`src/rtl/l2_fence_ctrl_pkg.sv`:
```
`default_nettype none
// +----------------------------------------------------------------------+
// | l2_fence_ctrl_pkg : default geometry and FSM state type for the       |
// | L2 fence/drain sequencer.                     Rev 1.0                |
// +----------------------------------------------------------------------+
package l2_fence_ctrl_pkg;

  localparam int unsigned L2_SETS = 4;
  localparam int unsigned L2_WAYS = 2;
  localparam int unsigned N_MSHR  = 4;

  typedef enum logic [2:0] {
    IDLE = 3'd0,
    SCAN = 3'd1,
    WAIT = 3'd2,
    INV  = 3'd3,
    DONE = 3'd4
  } l2_fence_state_t;

endpackage
`default_nettype wire

```
`src/rtl/l2_drain_ptr.sv`:
```
`default_nettype none
// +----------------------------------------------------------------------+
// | l2_drain_ptr : set/way walk pointer with advance, clear and a        |
// | last-slot flag.                               Rev 1.0                |
// +----------------------------------------------------------------------+
module l2_drain_ptr #(
  parameter int unsigned N_SETS = 4,
  parameter int unsigned N_WAYS = 2,
  localparam int unsigned SET_BITS = $clog2(N_SETS),
  localparam int unsigned WAY_BITS = $clog2(N_WAYS)
) (
  input  logic                clk,
  input  logic                rst,
  input  logic                clr_i,
  input  logic                adv_i,
  output logic [SET_BITS-1:0] set_o,
  output logic [WAY_BITS-1:0] way_o,
  output logic                last_o
);

  logic [SET_BITS-1:0] set_q, set_d;
  logic [WAY_BITS-1:0] way_q, way_d;

  assign set_o  = set_q;
  assign way_o  = way_q;
  assign last_o = (set_q == SET_BITS'(N_SETS - 1)) && (way_q == WAY_BITS'(N_WAYS - 1));

  // Power-of-two geometry means advancing past the last slot wraps to (0,0).
  always_comb begin
    set_d = set_q;
    way_d = way_q;
    if (clr_i) begin
      set_d = '0;
      way_d = '0;
    end else if (adv_i) begin
      if (way_q == WAY_BITS'(N_WAYS - 1)) begin
        way_d = '0;
        set_d = set_q + SET_BITS'(1);
      end else begin
        way_d = way_q + WAY_BITS'(1);
      end
    end
  end

  always_ff @(posedge clk or negedge rst) begin
    if (!rst) begin
      set_q <= '0;
      way_q <= '0;
    end else begin
      set_q <= set_d;
      way_q <= way_d;
    end
  end

endmodule
`default_nettype wire

```
`src/rtl/l2_fence_ctrl.sv`:
```
`default_nettype none
// +----------------------------------------------------------------------+
// | l2_fence_ctrl : fence/drain sequencer feeding the L2 input decoder.  |
// | Optional perf counters under `L2_FENCE_PERF_EN.  Rev 1.0             |
// +----------------------------------------------------------------------+
module l2_fence_ctrl
  import l2_fence_ctrl_pkg::*;
#(
  parameter int unsigned N_SETS   = L2_SETS,
  parameter int unsigned N_WAYS   = L2_WAYS,
  parameter int unsigned N_MSHR_P = N_MSHR,
  localparam int unsigned SET_BITS = $clog2(N_SETS),
  localparam int unsigned WAY_BITS = $clog2(N_WAYS),
  localparam int unsigned CNT_BITS = $clog2(N_MSHR_P + 1)
) (
  input  logic                clk,
  input  logic                rst,
  input  logic                do_fence,
  input  logic                fence_acq,
  input  logic                fence_rel,
  input  logic                do_ongoing_fence,
  input  logic                clr_ongoing_drain,
  input  logic [CNT_BITS-1:0] mshr_cnt,
  output logic                ongoing_fence,
  output logic                ongoing_drain,
  output logic                drain_in_progress,
  output logic [SET_BITS-1:0] drain_set,
  output logic [WAY_BITS-1:0] drain_way,
  output logic                self_inv,
  output logic                fence_done
`ifdef L2_FENCE_PERF_EN
  ,
  output logic [31:0]         fence_cycles,
  output logic [15:0]         fence_count
`endif
);

  l2_fence_state_t state_q, state_d;
  logic acq_q, acq_d, rel_q, rel_d;
  logic fence_q, fence_d;
  logic drain_q, drain_d;
  logic dip_q, dip_d;
  logic inv_q, inv_d;
  logic done_q, done_d;
  logic ptr_clr, ptr_adv, ptr_last;

  l2_drain_ptr #(
    .N_SETS (N_SETS),
    .N_WAYS (N_WAYS)
  ) u_ptr (
    .clk    (clk),
    .rst    (rst),
    .clr_i  (ptr_clr),
    .adv_i  (ptr_adv),
    .set_o  (drain_set),
    .way_o  (drain_way),
    .last_o (ptr_last)
  );

  always_comb begin
    state_d = state_q;
    acq_d   = acq_q;
    rel_d   = rel_q;
    fence_d = fence_q;
    drain_d = drain_q;
    dip_d   = dip_q;
    ptr_clr = 1'b0;
    ptr_adv = 1'b0;

    if (clr_ongoing_drain) drain_d = 1'b0;

    case (state_q)
      IDLE: begin
        if (do_fence) begin
          acq_d   = fence_acq;
          rel_d   = fence_rel;
          fence_d = 1'b1;
          if (fence_rel) begin
            state_d = SCAN;
            ptr_clr = 1'b1;
          end else if (fence_acq) begin
            state_d = INV;
          end else begin
            state_d = DONE;
          end
        end
      end
      SCAN: begin
        if (do_ongoing_fence && rel_q) begin
          ptr_adv = 1'b1;
          if (ptr_last) begin
            state_d = WAIT;
            dip_d   = 1'b1;
            drain_d = 1'b1;  // overrides a same-cycle clear
          end
        end
      end
      WAIT: begin
        if (mshr_cnt == CNT_BITS'(N_MSHR_P)) begin
          dip_d   = 1'b0;
          state_d = acq_q ? INV : DONE;
        end
      end
      INV:     state_d = DONE;
      DONE:    state_d = IDLE;
      default: state_d = IDLE;
    endcase

    // fence_done rises on the same edge that drops ongoing_fence.
    if ((state_d == DONE) && (state_q != DONE)) begin
      fence_d = 1'b0;
      acq_d   = 1'b0;
      rel_d   = 1'b0;
    end
  end

  assign inv_d  = (state_d == INV);
  assign done_d = (state_d == DONE);

  always_ff @(posedge clk or negedge rst) begin
    if (!rst) begin
      state_q <= IDLE;
      acq_q   <= 1'b0;
      rel_q   <= 1'b0;
      fence_q <= 1'b0;
      drain_q <= 1'b0;
      dip_q   <= 1'b0;
      inv_q   <= 1'b0;
      done_q  <= 1'b0;
    end else begin
      state_q <= state_d;
      acq_q   <= acq_d;
      rel_q   <= rel_d;
      fence_q <= fence_d;
      drain_q <= drain_d;
      dip_q   <= dip_d;
      inv_q   <= inv_d;
      done_q  <= done_d;
    end
  end

  assign ongoing_fence     = fence_q;
  assign ongoing_drain     = drain_q;
  assign drain_in_progress = dip_q;
  assign self_inv          = inv_q;
  assign fence_done        = done_q;

`ifdef L2_FENCE_PERF_EN
  logic [31:0] cycles_q;
  logic [15:0] count_q;

  always_ff @(posedge clk or negedge rst) begin
    if (!rst) begin
      cycles_q <= '0;
      count_q  <= '0;
    end else begin
      if (fence_q && (cycles_q != '1)) cycles_q <= cycles_q + 32'd1;
      if (done_q) count_q <= count_q + 16'd1;
    end
  end

  assign fence_cycles = cycles_q;
  assign fence_count  = count_q;
`endif

endmodule
`default_nettype wire

```
`config.mk`:
```
export PLATFORM = sky130hd
export DESIGN_NAME = l2_fence_ctrl
export DESIGN_NICKNAME = d
export VERILOG_FILES = /design/src/rtl/l2_fence_ctrl_pkg.sv /design/src/rtl/l2_drain_ptr.sv /design/src/rtl/l2_fence_ctrl.sv
export SDC_FILE = /design/constraint.sdc
export NUM_CORES = 1
export LEC_CHECK = 0
export CORE_MARGIN = 3
export CORE_UTILIZATION = 49
export DETAILED_ROUTE_END_ITERATION = 6
export PLACE_DENSITY = 0.81
export SYNTH_ARGS = -nofsm -noshare
export SYNTH_HDL_FRONTEND = slang
export SYNTH_SLANG_ARGS = --single-unit
```
`constraint.sdc`:
```
create_clock -name clk -period 2.68 [get_ports clk]
set_input_delay 0.402 -clock clk [delete_from_list [all_inputs] [get_ports clk]]
set_output_delay 0.402 -clock clk [all_outputs]
set_load 0.02 [all_outputs]
```
# After elaboration in Yosys (flattened, before gate mapping)
# Cells that the tools add are included.
[totals] regBits=13 latch_bits=0 mem_bits_rw=0 romBits=0 inputBits=10 out_inout_bits=8 word_cells=71 mem_count=0
[op_classes] addsub=2 mul=0 div=0 order_cmp=0 n_eq_ne=11 shifts=0 mux=36 n_bitwise=0 reduce_logical=12
[op_table] operator="1-bit 2-to-1 mux" count=24
[op_table] operator="3-bit 2-to-1 mux" count=7
[op_table] operator="3-bit one-hot mux with 4 select lines" count=1
[op_table] operator="2-bit nonzero test" count=5
[op_table] operator="3-bit by 2-bit == test with 1-bit output (second input constant)" count=3
[op_table] operator="3-bit == test (second input constant)" count=2
[op_table] operator="2-bit 2-to-1 mux" count=3
[op_table] operator="2-bit inequality test (second input constant)" count=3
[op_table] operator="2-bit AND reduction" count=2
[op_table] operator="4-bit AND reduction" count=1
[op_table] operator="3-bit by 1-bit == test with 1-bit output (second input constant)" count=1
[op_table] operator="1-bit logical AND" count=3
[op_table] operator="3-bit zero test" count=1
[op_table] operator="3-bit inequality test (second input constant)" count=1
[op_table] operator="2-bit by 1-bit adder with 2-bit output (second input constant)" count=1
[op_table] operator="2-bit == test (second input constant)" count=1
[op_table] operator="1-bit one-hot mux with 2 select lines" count=1
[op_table] operator="1-bit adder (second input constant)" count=1

# Longest topological paths before layout
[logic_depth] word_depth=9 depth_mapped=4 mapped_depth_nobuf=4

# By module
# Synthesis repeated with hierarchy kept, for this count alone.
[unflattened] cells_unflattened=61 area_unflattened_um2=663.1
[by_module_without_submodules] module="l2_fence_ctrl" instances=1 cells_each=48 area_per_inst_um2=513.0 seq_area_each_um2=250.2
[by_module_without_submodules] module="l2_drain_ptr" instances=1 cells_each=13 area_per_inst_um2=150.1 seq_area_each_um2=75.1

# Worst setup path before layout
# Ideal clock, no wire load.
[synth_path] path_type="flip-flop to flip-flop" from="register acq_q" to="register inv_q (netlist: self_inv)" setup_ns=0.141 t_arrival_ns=1.396 required_ns=2.539 path_slack_ns=1.142 stages_incl_launch_ff=4 n_path_buf=0 synth_period_minus_slack_ns=1.538 path_cell_list="dfrtp_1 > or4b_2 > a32oi_1 > a221oi_1"
[synth_via] elab_chain_cells=4
[synth_rtl] item="start, declared" line="l2_fence_ctrl.sv:39" source="logic acq_q, acq_d, rel_q, rel_d;"
[synth_rtl] item="start signal, assigned" line="l2_fence_ctrl.sv:132" source="acq_q <= acq_d;"
[synth_rtl] item="3-bit 2-to-1 mux" line="l2_fence_ctrl.sv:101" source="state_d = acq_q ? INV : DONE;"
[synth_rtl] item="3-bit 2-to-1 mux" line="l2_fence_ctrl.sv:99" source="if (mshr_cnt == CNT_BITS'(N_MSHR_P)) begin"
[synth_rtl] item="3-bit one-hot mux with 4 select lines" line="l2_fence_ctrl.sv:72" source="case (state_q)"
[synth_rtl] item="3-bit by 2-bit == test with 1-bit output" line="l2_fence_ctrl.sv:117" source="assign inv_d = (state_d == INV);"
[synth_rtl] item="net inv_d" line="l2_fence_ctrl.sv:43" source="logic inv_q, inv_d;"
[synth_rtl] item="end signal, assigned" line="l2_fence_ctrl.sv:137" source="inv_q <= inv_d;"
[synth_rtl] item="end, declared" line="l2_fence_ctrl.sv:43"
# The timed path passes the listed nets, and every way through them passes these cells.
# A chain may end at the register's enable or synchronous reset.

# Worst setup path after layout
[layout_path] from="input do_fence" to="register inv_q (netlist: self_inv)"
[layout_via] elab_chain_cells=3
[layout_rtl] item="start, declared" line="l2_fence_ctrl.sv:18" source="input logic do_fence,"
[layout_rtl] item="3-bit 2-to-1 mux" line="l2_fence_ctrl.sv:74" source="if (do_fence) begin"
[layout_rtl] item="3-bit one-hot mux with 4 select lines" line="l2_fence_ctrl.sv:72"
[layout_rtl] item="3-bit by 2-bit == test with 1-bit output" line="l2_fence_ctrl.sv:117"
[layout_rtl] item="net inv_d" line="l2_fence_ctrl.sv:43"
# The timed path passes the listed nets, and every way through them passes these cells.

==> impl_metrics.py <==
metrics = {
    "detailed_routing": {
        "drtPass1Iterations": 4,
        "drcViolationCount": 0,
        "first_iter_violations": 10,
        "vias": 603,
        "routed_wl_mm": 1.45,
        "viasPerCell": 5.97,
        "ant_nets": 0,
        "routedWlPerCell_um": 14.4,
    },
    "synthesis": {
        "yosys.area.top_type": "dfrtp_1",
        "synth.avg_cell_area_um2": 9.72,
        "synthMuxAreaShare_pct": 0,
        "ys_seq_elements": 13,
        "synth_area_leaders": "dfrtp_1, a21oi_1, o21ai_0",
        "synth_xor_area_share_pct": 0,
        "synth_commonest_cells": "dfrtp_1, a21oi_1, o21ai_0",
        "synthDistinctLibCells": 30,
        "synth_top_family_by_area": "compound AO/OA/AOI/OAI gates",
        "syn-cell-area_um2": 671,
        "synth_compound_area_share_pct": 22.9,
        "seq_area_frac_synth_pct": 48.5,
        "synth_top_area_share_pct": 48.5,
        "synth.most_common_cell": "dfrtp_1",
        "synth_edf_count": 0,
        "synth_flop_cell": "dfrtp_1",
        "synth_nets": 80,
        "syn_inst": 69,
        "synth_simple_gate_area_share_pct": 22.0,
        "synthAdderAreaFrac_pct": 1.87,
        "ys_async_sr_fraction_pct": 100,
        "yosys_warnings": 0,
    },
    "floorplan": {
        "core_um2": 1190,
        "row_count": 12,
        "die_y_um": 43.0,
        "start_util_pct": 56.5,
        "io_pins": 18,
        "die_x_um": 43.0,
        "die_area_um2": 1850,
    },
    "timing": {
        "period_share_pct": 65.8,
        "finalClockSkew_ns": 0.00336,
        "drv_slew": 0,
        "relSlewSlack_pct": 61.6,
        "finalHoldViolCount": 0,
        "fin_crit_ns": 1.76,
        "fmax_mhz": 567,
        "setup_tns_ns": 0,
        "tightest_slew_ns": 0.574,
        "setup_slack_ns": 0.917,
        "rsz0062_at_grt": "false",
        "setup_violations": 0,
    },
    "power_and_ir_drop": {
        "switching_share_pct": 39.7,
        "power.density_nw_per_um2": 871,
        "power_frac_seq_pct": 42.5,
        "vdd_drop_max_v": 0.000476,
        "clockPowerShare_pct": 16.7,
        "p_leak_nw": 0.354,
        "comb_power_share_pct": 40.8,
        "internal_power_w": 0.000458,
        "p_sw_w": 0.000302,
    },
    "global_route": {
        "grt_max_degree": 14,
        "grt_pass1_vias": 545,
        "grt-ovfl-total": 0,
        "antenna_found_initial": 0,
        "grt_usage_pct": 17.1,
        "grt_pass1_wl_mm": 2.35,
    },
    "clocking": {
        "cts_tree": "done",
        "numCtsBuffers": 3,
        "clock_latency_ns": 0.28,
        "clock-root-buffer": "clkbuf_4",
        "cts_buffer_depth": 2,
        "cts_setup_buffers": 0,
        "hold_buffers": 0,
        "h-tree-depth": 1,
        "post_cts_resized": 0,
        "clk_pin_slew_worst_paths_ns": 0.08,
        "cts.sinks": 13,
    },
    "placement": {
        "dp_hpwl_mm": 1.05,
        "pre_cts_slack_ns": 0.643,
        "io_buffers": 17,
        "place.gp.congestion": 0.788,
    },
    "worst_setup_path": {
        "critPathCaptureType": "flip-flop",
        "cp_max_fo": 5,
        "cp.arrival_ns": 1.95,
        "max_stage_delay_ns": 0.52,
        "path_buf_inv": 1,
        "crit_family": "compound AO/OA/AOI/OAI gates",
        "cp.required_ns": 2.86,
        "cp-start-kind": "input port",
        "critPathKind": "input port to flip-flop",
        "crit_path_cell_trace": "clkdlybuf4s50_1 -> or3b_2 -> o22a_2 -> a221oi_1",
        "crit_path_top_delay_cell": "clkdlybuf4s50_1",
    },
    "layout": {
        "fin_nets": 99,
        "seqCellArea_um2": 325,
        "final_core_util_pct": 73.5,
        "num-fill-cells": 95,
        "drive_gt1_share_pct": 8.05,
        "num_antenna_cells": 0,
        "multiInputGateArea_um2": 314,
        "syn_to_final_growth_pct": 30.0,
    },
    "job": {
        "drv_cap": 0,
    },
    "status": {
        "status": "complete, no violations",
    },
    "worst_hold_path": {
        "hold_class": "input port to async pin",
    },
}
[per-layer routing]
layer,vias to the layer above,track usage [%],routed length (um),part of all wire (%)
met5,-,0,0,0
met4,0,10.8,43,3.0
met3,4,3.81,73,5.0
met2,15,26.3,656,45
met1,289,21.3,679,47
li1,295,-,-,-
[cell type report]
class	instances	share of cell area [%]
repair buffers	17	19.5
well taps	14	2.01
clock buffers	4	3.01
multi-input cells	48	36.0
flip-flops and latches	13	37.3
inverters	5	2.15
[registers in the layout (all words and copies together), names as in the netlist]
signal             count
u_ptr.way_o            1
acq_q                  1
state_q                3
self_inv               1
u_ptr.set_o            2
drain_in_progress      1
ongoing_drain          1
fence_done             1
rel_q                  1
ongoing_fence          1
[cells in the final DEF, fill, tap and decap left out]
cell type / n
nor2_1: 2
or4b_2: 1
nor4b_1: 1
or3_1: 1
and2_1: 1
nand3_1: 1
or3b_2: 1
or4_1: 2
inv_1: 5
a21oi_1: 8
a22o_1: 1
clkbuf_4: 3
nor3_1: 1
a21bo_2: 1
nand2b_1: 3
nand4_1: 2
a32oi_1: 2
nand2_1: 3
and4_1: 1
a221oi_1: 1
o21bai_1: 1
clkbuf_1: 1
o22a_2: 1
o21ai_0: 6
clkdlybuf4s50_1: 17
or3b_1: 1
ha_1: 1
o31ai_1: 2
dfrtp_1: 13
o22ai_1: 1
nor3b_1: 2
[power by group through the flow]
stage	logic [W]	registers [W]	clock network (W)
after floorplan	0.000188	0.000332	0
after global placement	0.000303	0.000323	0
after detailed placement	0.000309	0.000325	0
after CTS	0.000309	0.000322	0.000127
after global routing	0.000345	0.000333	0.000136
final	0.000310	0.000323	0.000127
[worst paths after layout]
| check | from | to | slack, ns | depth (start not counted) |
|---|---|---|---|---|
| worst max-delay path | do_fence | self_inv$_DFF_PN0_ | 0.92 | 4 |
| worst min-delay path | rst | u_ptr.set_o[0]$_DFFE_PN0P_ | 0.48 | 1 |
| worst max register to register | state_q[2]$_DFF_PN0_ | self_inv$_DFF_PN0_ | 0.98 | 3 |
| worst min register to register | drain_in_progress$_DFFE_PN0P_ | drain_in_progress$_DFFE_PN0P_ | 0.52 | 1 |
| max in group asynchronous | rst | state_q[2]$_DFF_PN0_ | 1.83 | 1 |
| min in group clk | drain_in_progress$_DFFE_PN0P_ | drain_in_progress$_DFFE_PN0P_ | 0.52 | 1 |
[cells by family after synthesis]
| kind of cell | after synthesis |
|---|---|
| AO/OA/AOI/OAI | 24 |
| AND/OR/NAND/NOR | 23 |
| flip-flops | 13 |
| buffers and inverters | 8 |
| adder cells (fa/ha/maj) | 1 |
[through the flow]
| step | hold slack (ns) | std cells | power, W | instance area [um2] |
|---|---|---|---|---|
| final | 0.477 | 101 | 0.000760 | 872 |
| after floorplan | 0.106 | 69 | 0.000520 | 671 |
| after global placement | 0.492 | 97 | 0.000626 | 846 |
| after CTS | 0.496 | 101 | 0.000758 | 872 |
| after detailed placement | 0.503 | 97 | 0.000634 | 846 |
| after global routing | 0.528 | 101 | 0.000814 | 872 |
(Power assumes the default switching activity.)
